<file path="src/rtl/inst_fetch.sv">
// Instruction-fetch stage: drives a 1-cycle synchronous ROM, buffers returned words
// in a small FIFO and hands them to IF/ID. Optional build macro: FETCH_ALIGN_CHECK_EN.
module inst_fetch #(
  parameter logic [31:0] RESET_PC   = 32'h0000_0000,
  parameter int unsigned FIFO_DEPTH = 4
) (
  input  logic        clk,
  input  logic        rst,
  output logic        rom_ce_o,
  output logic [31:0] rom_addr_o,
  input  logic [31:0] rom_data_i,
  input  logic        redirect_i,
  input  logic [31:0] redirect_pc_i,
  input  logic        id_ready_i,
  output logic        if_valid_o,
  output logic [31:0] if_pc_o,
  output logic [31:0] if_inst_o,
  output logic        if_adel_o
);
  localparam int unsigned   PW        = $clog2(FIFO_DEPTH);
  localparam int unsigned   CW        = $clog2(FIFO_DEPTH + 1);
  localparam logic [PW-1:0] LAST_SLOT = PW'(FIFO_DEPTH - 1);

  logic [31:0]   fifo_pc   [FIFO_DEPTH];
  logic [31:0]   fifo_inst [FIFO_DEPTH];
  logic          fifo_adel [FIFO_DEPTH];
  logic [PW-1:0] rd_ptr, wr_ptr;
  logic [CW-1:0] count, cnt_next;

  logic [31:0] next_pc, rsp_pc;
  logic        rsp_v, halt;

  logic        push, pop, issue;
  logic [31:0] push_pc, push_inst;
  logic        push_adel;
  logic [31:0] redir_pc;
  logic        redir_bad;

`ifdef FETCH_ALIGN_CHECK_EN
  localparam logic [31:0] START_PC = RESET_PC;
  logic        err_v;
  logic [31:0] err_pc;

  assign redir_pc  = redirect_pc_i;
  assign redir_bad = |redirect_pc_i[1:0];

  // A redirect always clears rsp_v, so the error entry never collides with a ROM response
  always_comb begin
    push      = rsp_v | err_v;
    push_pc   = err_v ? err_pc : rsp_pc;
    push_inst = err_v ? '0 : rom_data_i;
    push_adel = err_v;
  end
`else
  localparam logic [31:0] START_PC = {RESET_PC[31:2], 2'b00};
  logic unused_redir_lo;

  assign unused_redir_lo = ^redirect_pc_i[1:0];
  assign redir_pc        = {redirect_pc_i[31:2], 2'b00};
  assign redir_bad       = 1'b0;

  always_comb begin
    push      = rsp_v;
    push_pc   = rsp_pc;
    push_inst = rom_data_i;
    push_adel = 1'b0;
  end
`endif

  function automatic logic [PW-1:0] ptr_inc(input logic [PW-1:0] p);
    return (p == LAST_SLOT) ? '0 : p + PW'(1);
  endfunction

  assign if_valid_o = (count != '0);
  assign if_pc_o    = fifo_pc[rd_ptr];
  assign if_inst_o  = fifo_inst[rd_ptr];
  assign if_adel_o  = fifo_adel[rd_ptr];

  // Reserve a slot for the request already on the bus and the one about to issue,
  // since ROM responses cannot be back-pressured
  always_comb begin
    pop      = if_valid_o & id_ready_i;
    cnt_next = count + CW'(push) - CW'(pop);
    issue    = !halt && ((32'(cnt_next) + 32'(rom_ce_o) + 32'd1) <= FIFO_DEPTH);
  end

  always_ff @(posedge clk) begin
    if (!rst) begin
      rom_ce_o   <= 1'b0;
      rom_addr_o <= '0;
      next_pc    <= START_PC;
      rsp_v      <= 1'b0;
      rsp_pc     <= '0;
      halt       <= 1'b0;
      rd_ptr     <= '0;
      wr_ptr     <= '0;
      count      <= '0;
      for (int unsigned i = 0; i < FIFO_DEPTH; i++) begin
        fifo_pc[i]   <= '0;
        fifo_inst[i] <= '0;
        fifo_adel[i] <= 1'b0;
      end
`ifdef FETCH_ALIGN_CHECK_EN
      err_v      <= 1'b0;
      err_pc     <= '0;
`endif
    end else if (redirect_i) begin
      rd_ptr <= '0;
      wr_ptr <= '0;
      count  <= '0;
      rsp_v  <= 1'b0;
      if (redir_bad) begin
        rom_ce_o <= 1'b0;
        halt     <= 1'b1;
      end else begin
        rom_ce_o   <= 1'b1;
        rom_addr_o <= redir_pc;
        next_pc    <= redir_pc + 32'd4;
        halt       <= 1'b0;
      end
`ifdef FETCH_ALIGN_CHECK_EN
      err_v  <= redir_bad;
      err_pc <= redirect_pc_i;
`endif
    end else begin
      rsp_v  <= rom_ce_o;
      rsp_pc <= rom_addr_o;
      if (push) begin
        fifo_pc[wr_ptr]   <= push_pc;
        fifo_inst[wr_ptr] <= push_inst;
        fifo_adel[wr_ptr] <= push_adel;
        wr_ptr            <= ptr_inc(wr_ptr);
      end
      if (pop) rd_ptr <= ptr_inc(rd_ptr);
      count <= cnt_next;
      if (issue) begin
        rom_ce_o   <= 1'b1;
        rom_addr_o <= next_pc;
        next_pc    <= next_pc + 32'd4;
      end else begin
        rom_ce_o <= 1'b0;
      end
`ifdef FETCH_ALIGN_CHECK_EN
      err_v <= 1'b0;
`endif
    end
  end
endmodule

</file>
<file path="config.mk">
export PLATFORM = sky130hd
export DESIGN_NAME = inst_fetch
export DESIGN_NICKNAME = d
export VERILOG_FILES = /design/src/rtl/inst_fetch.sv
export SDC_FILE = /design/constraint.sdc
export NUM_CORES = 1
export LEC_CHECK = 0
export BUFFER_PORTS_ARGS = -buffer_cell sky130_fd_sc_hd__buf_4
export CAP_MARGIN = 20
export CORE_ASPECT_RATIO = 0.7
export CORE_UTILIZATION = 30
export DETAILED_ROUTE_END_ITERATION = 8
export PLACE_DENSITY = 0.46
export SYNTH_ARGS = -nofsm -noshare
export SYNTH_HDL_FRONTEND = slang
export SYNTH_SLANG_ARGS = --single-unit
</file>
<file path="constraint.sdc">
create_clock -name clk -period 6.2 [get_ports clk]
set_input_delay 1.24 -clock clk [delete_from_list [all_inputs] [get_ports clk]]
set_output_delay 1.24 -clock clk [all_outputs]
set_load 0.02 [all_outputs]
</file>
==> results of run 1 <==
cells by family after synthesis:
family	synth area share
AND/OR/NAND/NOR	0.168
AO/OA/AOI/OAI	0.0458
XOR/XNOR	0.0179
buffers and inverters	0.0264
adder cells (fa/ha/maj)	0.00695
other	0.000242
multiplexers	0.123
flip-flops	0.612
state kept, by name, summed over array words and instances, names as in the netlist, named ones only:
register and count:
count 3, fifo_inst 128, fifo_pc 120, next_pc 30
push 1, push_pc 30, rd_ptr 2, rom_addr_o 30
rom_ce_o 1, wr_ptr 2
cell type report:
class,instances,share of cell area
Sequential cell,349,0.506
Multi-Input combinational cell,730,0.304
Timing Repair Buffer,187,0.0750
Clock buffer,52,0.0578
Tap cell,674,0.0451
Clock inverter,20,0.00923
Inverter,15,0.00301
cell usage after synthesis, types with 7 or more instances:
cell type	instances	area, µm²
a21oi_1	28	140
clkbuf_1	63	236
mux4_2	62	1400
xor2_1	20	175
a311oi_1	11	96.3
mux2i_1	47	470
a211oi_1	18	135
o21ai_0	8	40.0
buf_4	7	52.6
nor2_1	76	285
edfxtp_1	248	7450
nand2_1	75	282
nand4b_1	7	61.3
ha_1	7	87.6
nor3_1	9	45.0
buf_1	9	33.8
xnor2_1	9	78.8
and2_1	187	1170
nand3_1	19	95.1
and3_1	62	388
nand4_1	12	75.1
inv_1	15	56.3
dfxtp_1	101	2020
report_power, final:
group	total [µW]	leakage, µW	internal (µW)	switching, µW
Combinational	523	0.00328	205	318
Sequential	2680	0.00339	2600	73.5
Clock	2320	0.000607	1350	971
Total	5520	0.00728	4160	1360
stage by stage:
| stage | util | std cells | setup slack, ns | cell area, µm² |
|---|---|---|---|---|
| final | 0.368 | 2027 | 1.86 | 18700 |
| after detailed placement | 0.343 | 1955 | 1.37 | 17500 |
| after floorplan | - | 1179 | 1.69 | 15500 |
| after CTS | 0.368 | 2027 | 1.83 | 18700 |
| after global placement | 0.343 | 1955 | 1.41 | 17500 |
| after global routing | 0.368 | 2027 | 1.51 | 18700 |
final timing paths:
path / from / cells past startpoint / to / slack (ns)
max: count[1] / 17 / next_pc[2] / 1.86
min: next_pc[31] / 2 / next_pc[31] / 0.46
max reg2reg: count[1] / 17 / next_pc[2] / 1.86
min reg2reg: next_pc[31] / 2 / next_pc[31] / 0.46
metal layers:
| layer | vias up | global-route usage | wire length [µm] |
|---|---|---|---|
| li1 | 4623 | - | - |
| met1 | 4929 | 0.226 | 19700 |
| met2 | 189 | 0.263 | 20000 |
| met3 | 56 | 0.0299 | 1940 |
| met4 | 0 | 0.0428 | 794 |
| met5 | - | 0 | 0 |
critical path, stage by stage (launching register included):
cell and delay (ns):
dfxtp_1 0.35, or3_1 0.49, nand2_1 0.19, inv_1 0.07, ha_1 0.27, inv_1 0.05, ha_1 0.12, inv_1 0.05
fa_1 0.53, inv_1 0.06, ha_1 0.20, xor2_1 0.18, o21ai_2 0.11, buf_4 0.30, nand2_1 0.58, buf_4 0.42
nand2b_1 0.12, a21oi_1 0.07
==> flow_summary.toml, run 1 <==
[status]
outcome = "finished, final reports clean"

[logic_synthesis]
seq_area_frac_synth = 0.612
synth_cell_type_count = 58
ys_async_sr_fraction = 0
synthFlopType = "edfxtp_1"
synth_seq_cells = 349
yosysWarnings = 0
avgSynthCellArea_um2 = 13.2
syn_inst = 1175
synth-edff-count = 248
synthesis.area_um2 = 15500

[worst_setup_path]
crit_path_max_fanout = 23
end_kind = "flop"
cp.arrival_ns = 4.72
required_ns = 6.59
crit_type = "flop to flop"
start_kind = "flop"

[drt]
wire_per_inst_um = 21.0
postRouteAntennaNets = 0
dr.pass1.iters = 4
detail_route.iter0.violations = 618
via_per_inst = 4.83
wl_um = 42500
drc_errors = 0
vias = 9797

[finish]
seqCellArea_um2 = 9480
antenna_cells = 0
multi_input_area_um2 = 5680
layout_commonest_cell = "edfxtp_1"
mostFrequentLayoutCells = "edfxtp_1 (248), and2_1 (187), buf_4 (187)"
fin_nets = 1399
area_growth_pct = 20.9
drive_above_1_share = 0.239
num-fill-cells = 4925

[cts]
cts_buffers = 40
root_buffer = "clkbuf_16"
clkSinkCount = 349
h-tree-depth = 2
cts_hold_buf = 0
clk_latency_ns = 0.54
postCtsSetupBuffers = 0
cts_tree = "done"
path_clk_slew_ns = 0.06
cts_resized = 0
cts_buffer_depth = 3

[timing]
setup_viol = 0
fin_tns_setup_ns = 0
slew-limit-headroom = 0.369
fmax_mhz = 231
finalCriticalPeriod_ns = 4.34
fin_crit_sh = 0.699
timing.hold.ws_ns = 0.456
worst_pin_slew_ns = 0.947
finalHoldViolCount = 0
finClkSkew_ns = 0.0129
final_max_slew_viol_count = 0
grt_setup_unrepaired = "no"

[pwr]
power_leakage_uw = 0.00728
finalPower_uw = 5520
irDropWorstVdd_mv = 0.164
cellPowerDensity_nw_per_um2 = 295

[global_route]
grt_usage = 0.163
antenna_found_initial = 0
grt_max_degree = 77
grt_pass1_wl_um = 64300
grt_pass1_vias = 10000
overflow = 0

[floorplanning]
die_h_um = 192
std_cell_rows = 69
core_um2 = 50900
die_w_um = 274
pin_count = 167
dieArea_um2 = 52500
start_util = 0.304

[hold_path]
hp-class = "flop to flop"

[run]
drv_cap = 0

[place]
dpl.hpwl_um = 24600
place_congestion = 0.784
io_buffers = 159
No activity file was read; power rests on OpenSTA's default activity.
==> run 2, diff against run 1 <==
Settings changed: PLACE_DENSITY 0.46 to 0.48.
Clock period 6.2 ns to 3.6 ns, I/O delays scaled along.
==> run 2 against run 1 <==
Combinational power is 91% higher. Highest routed layer unchanged. Clock power is 66% higher. Flip-flop and latch count stayed put. Largest power group unchanged.
==> flow_summary.toml, run 2 (synthesized netlist as in run 1, its figures left out) <==
[status]
outcome = "finished, final reports clean"

[pwr]
swShare = 0.242
cellPowerDensity_nw_per_um2 = 495
power_switching_uw = 2280
irDropWorstVdd_mv = 0.292
clkPwrFrac = 0.407
finalPower_uw = 9460
combPwrFrac = 0.105
pwr-share-seq = 0.488
power_leakage_uw = 0.00744
internal-power_uw = 7170

[worst_setup_path]
cp.arrival_ns = 3.77
cp-startpoint = "count[0]"
worstReg2RegEnd = "next_pc[12]"
end_kind = "flop"
r2r-start = "count[0]"
cp_common_cell = "inv_1"
rrSetupSlack_ns = 0.20
endpoint = "next_pc[12]"
start_kind = "flop"
r2r_cells = 18
cp_slowest_stage_delay_ns = 0.57
crit_type = "flop to flop"
crit_path_max_fanout = 8
cp_cell_sequence = "or3_4 > nand2_4 > inv_2 > ha_4 > inv_1 > ha_1 > inv_1 > fa_1 > inv_1 > ha_2 > nor2b_2 > buf_4 > o21ai_4 > buf_8 > buf_12 > o21a_1 > nor3_2 > a211oi_1"
crit_slowest_cell = "fa_1"
required_ns = 3.98

[timing]
fin_crit_sh = 0.944
finalCriticalPeriod_ns = 3.40
finClkSkew_ns = 0.0159
final_max_slew_viol_count = 0
fmax_mhz = 294
worst_pin_slew_ns = 0.889
timing.hold.ws_ns = 0.450
setup_viol = 0
fin_ws_ns = 0.201
finalHoldViolCount = 0
grt_setup_unrepaired = "no"
slew-limit-headroom = 0.407

[drt]
postRouteAntennaNets = 0
wl_um = 41700
vias = 9797
via_per_inst = 4.80
drc_errors = 0
detail_route.iter0.violations = 557
wire_per_inst_um = 20.5
dr.pass1.iters = 5

[hold_path]
holdPathStages = 2
hp-class = "flop to flop"
hp-start = "next_pc[29]"

[finish]
final_area_um2 = 19100
layout_commonest_cell = "edfxtp_1"
area_growth_pct = 23.4
top_regs = "fifo_inst: 128 flops, fifo_pc: 120 flops"
top_register = "fifo_inst"
layout.cells.non_filler = 2041
mostFrequentLayoutCells = "edfxtp_1 (248), buf_4 (191), and2_1 (187)"
drive_above_1_share = 0.256
largest_reg_flops = 128
fin_nets = 1417

[cts]
clk_latency_ns = 0.55
cts_tree = "done"
clkSinkCount = 349
root_buffer = "clkbuf_16"
cts_buffers = 38
h-tree-depth = 2
cts_hold_buf = 0
path_clk_slew_ns = 0.06
cts_buffer_depth = 3

[floorplanning]
pin_count = 167
start_util = 0.304
std_cell_rows = 69
dieArea_um2 = 52500
core_um2 = 50900
die_h_um = 192
die_w_um = 274

[global_route]
busiest_layer = "met2"
gr-usage-met2 = 0.260
grt_pass1_vias = 10000
grt_max_degree = 77
gr-usage-met3 = 0.0346
met1_usage = 0.216
grt_usage = 0.160
antenna_found_initial = 1
grt_pass1_wl_um = 62800
overflow = 0

[place]
dpl.hpwl_um = 25300
post-place-ws_ns = -0.324
place_congestion = 0.782
placedCellCount = 1973
place_area_um2 = 17800
io_buffers = 159

[run]
drv_cap = 0
## run 2: metrics by stage
step / TNS (ns) / utilization
3_5_place_dp: -3.12 / 0.349
6_report: 0 / 0.376
2_1_floorplan: 0 / -
3_3_place_gp: -3.79 / 0.349
4_1_cts: 0 / 0.373
5_1_grt: 0 / 0.376
## run 2: layout make-up
cell class	count	area, µm²
Fill cell	4909	31700
Clock inverter	12	103
Timing Repair Buffer	207	1760
Tap cell	674	843
Antenna cell	1	2.50
Sequential cell	349	9480
Inverter	15	56.3
Multi-Input combinational cell	730	5760
Clock buffer	53	1100
## run 2: how the worst min path moves through the flow
stage,to,slack [ns]
6_report,next_pc[29],0.45
5_1_grt,fifo_inst[2][12],0.44
4_1_cts,fifo_inst[1][27],0.44
3_5_place_dp,next_pc[29],0.44
3_3_place_gp,next_pc[8],0.44
2_1_floorplan,next_pc[8],0.43
## run 2: timing repair
action,CTS,global route
gates resized for setup,1,19
endpoints found under the hold margin,0,0
setup endpoints to repair,16,49
gates cloned,0,2
pin swaps,0,7
setup buffers,0,1
## run 2: metal layers
layer / part of all wire / vias to the layer above / routed length, µm
met1: 0.46 / 4887 / 19200
met5: 0 / - / 0
li1: - / 4660 / -
met4: 0.015 / 0 / 641
met2: 0.47 / 203 / 19700
met3: 0.053 / 47 / 2220
## run 2: critical path, delay by kind of cell, from the launching register on
| kind | cells | cell delay (ns) |
|---|---|---|
| and+or+nand+nor | 4 | 0.79 |
| DFF | 1 | 0.32 |
| AOI/OAI and AO/OA | 3 | 0.32 |
| adders and majority gates | 4 | 1.19 |
| buffers and inverters | 7 | 0.63 |
## run 2: power by group through the flow
stage	clock network (µW)	registers, µW	logic, µW
after global routing	4130	4640	1090
after floorplan	0	4690	487
final	3850	4610	997
after CTS	3990	4620	971
after global placement	0	4700	958
after detailed placement	0	4700	965
==> run 3, diff against run 2 <==
Settings changed: GPL_TIMING_DRIVEN from default to 0, PLACE_DENSITY 0.48 to 0.46.
Clock period 3.6 ns to 3.84 ns, I/O delays scaled along.
==> run 3 against run 2 <==
Sequential share of layout area is essentially flat. Setup slack lost 0.069 ns. Sequential power shrank 6.1%. Worst hold slack is essentially flat. Utilization shrank 0.062 points. Critical endpoint is now next_pc[30]. Largest cell class unchanged.
==> flow_summary.toml, run 3 (synthesized netlist as in run 1, its figures left out) <==
[hold_path]
hold_end = "next_pc[31]"
holdPathStages = 2
hp-start = "next_pc[31]"
hp-class = "flop to flop"

[cts]
clkSinkCount = 349
path_clk_slew_ns = 0.07
clk_latency_ns = 0.54
root_buffer = "clkbuf_16"
cts_buffers = 38
cts_buffer_depth = 3
cts_tree = "done"
h-tree-depth = 2

[worst_setup_path]
cp.arrival_ns = 4.12
crit_type = "input pin to flop"
crit_path_max_fanout = 10
r2r-start = "count[1]"
rrSetupSlack_ns = 0.23
required_ns = 4.25
cp_slowest_stage_delay_ns = 0.46
end_kind = "flop"
worstReg2RegEnd = "next_pc[26]"
start_kind = "input pin"
cp_cell_sequence = "buf_4 > buf_4 > buf_2 > clkbuf_4 > clkbuf_4 > mux2_2 > ha_1 > a21boi_2 > nand4_1 > nor4b_1 > xor2_1 > o22ai_1"
cp_num_buf_inv = 5
crit_slowest_cell = "nor4b_1"
worst_path_dominant_cell_family = "buffers and inverters"
r2r_cells = 16

[timing]
fmax_mhz = 270
worst_pin_slew_ns = 0.972
slew-limit-headroom = 0.352
fin_crit_sh = 0.966
setup_viol = 0
finalCriticalPeriod_ns = 3.71
grt_setup_unrepaired = "no"
finClkSkew_ns = 0.0109
finalHoldViolCount = 0
final_max_slew_viol_count = 0

[finish]
top_regs = "fifo_inst: 128 flops, fifo_pc: 120 flops"
multi_input_area_um2 = 5710
largest_reg_flops = 128
final_area_um2 = 19100
mostFrequentLayoutCells = "edfxtp_1 (248), and2_1 (187), buf_4 (169)"
fin_nets = 1463
area_growth_pct = 23.2
layout.cells.non_filler = 2089
top_register = "fifo_inst"
layout_commonest_cell = "edfxtp_1"
num-fill-cells = 4945
antenna_cells = 0
drive_above_1_share = 0.235
seqCellArea_um2 = 9470

[place]
dpl.hpwl_um = 29900
place_area_um2 = 17700
place_congestion = 0.825
io_buffers = 158
placedCellCount = 2018

[drt]
via_per_inst = 4.85
dr.pass1.iters = 5
wl_um = 44200
vias = 10100
drc_errors = 0
detail_route.iter0.violations = 602
wire_per_inst_um = 21.2
postRouteAntennaNets = 0

[pwr]
swShare = 0.250
pwr-share-seq = 0.487
cellPowerDensity_nw_per_um2 = 466
power_switching_uw = 2220
power_leakage_uw = 0.00741
clkPwrFrac = 0.409
internal-power_uw = 6660
irDropWorstVdd_mv = 0.236
combPwrFrac = 0.103
finalPower_uw = 8880

[floorplanning]
dieArea_um2 = 52500
core_um2 = 50900
pin_count = 167
std_cell_rows = 69
start_util = 0.304
die_w_um = 274
die_h_um = 192

[global_route]
grt_pass1_vias = 10300
antenna_found_initial = 0
grt_pass1_wl_um = 65700
grt_max_degree = 49
overflow = 0
grt_usage = 0.168

[run]
drv_cap = 0

[status]
outcome = "finished, final reports clean"
[run 3: worst max-delay path by stage]
| stage | from | endpoint | slack (ns) | depth (start not counted) |
|---|---|---|---|---|
| floorplan | count[1] | rom_addr_o[3] | 0.38 | 16 |
| global placement | redirect_i | fifo_inst[0][2] | -2.64 | 7 |
| detailed placement | redirect_i | next_pc[30] | -0.73 | 12 |
| CTS | count[1] | next_pc[23] | -0.008 | 16 |
| global route | count[1] | next_pc[26] | 0.02 | 16 |
| finish | redirect_i | next_pc[30] | 0.13 | 12 |
[run 3: worst min-delay path, stage by stage, from the launching register on]
cell,delay [ns]
dfxtp_1,0.31
nand2_1,0.05
a21oi_1,0.05
[run 3: repair_timing]
item	in CTS	in global routing
setup buffers	0	3
gates resized for setup	29	24
pin swaps	0	3
hold buffers	0	0
setup endpoints to repair	162	55
[run 3: power by group through the flow]
stage          clock (µW)  combinational [µW]  sequential, µW
6_report             3630                 918            4330
5_1_grt              3840                 993            4350
4_1_cts              3730                 905            4330
3_5_place_dp            0                 889            4410
3_3_place_gp            0                 862            4410
2_1_floorplan           0                 456            4400
[run 3: metal layers]
metal,routed length [µm],vias to the layer above,track usage
li1,-,4748,-
met1,20800,5105,0.235
met2,20400,221,0.269
met3,2230,58,0.0314
met4,812,0,0.0400
met5,0,-,0
[run 3: final cells by class]
type,instances,share of cell area
repair buffers,168,0.0705
clock inverters,15,0.00525
plain buffers,85,0.0229
multi-input cells,730,0.299
well taps,674,0.0442
clock buffers,53,0.0583
flip-flops and latches,349,0.497
inverters,15,0.00295
[run 3: stage by stage]
stage / hold slack [ns] / utilization / worst slack (ns) / TNS, ns
after floorplan: 0.431 / - / 0.378 / 0
after global placement: 0.441 / 0.345 / -2.64 / -655.95
after detailed placement: 0.444 / 0.348 / -0.726 / -101.54
after CTS: 0.454 / 0.374 / -0.00818 / -0.00818
after global routing: 0.475 / 0.375 / 0.0185 / 0
final: 0.450 / 0.375 / 0.132 / 0
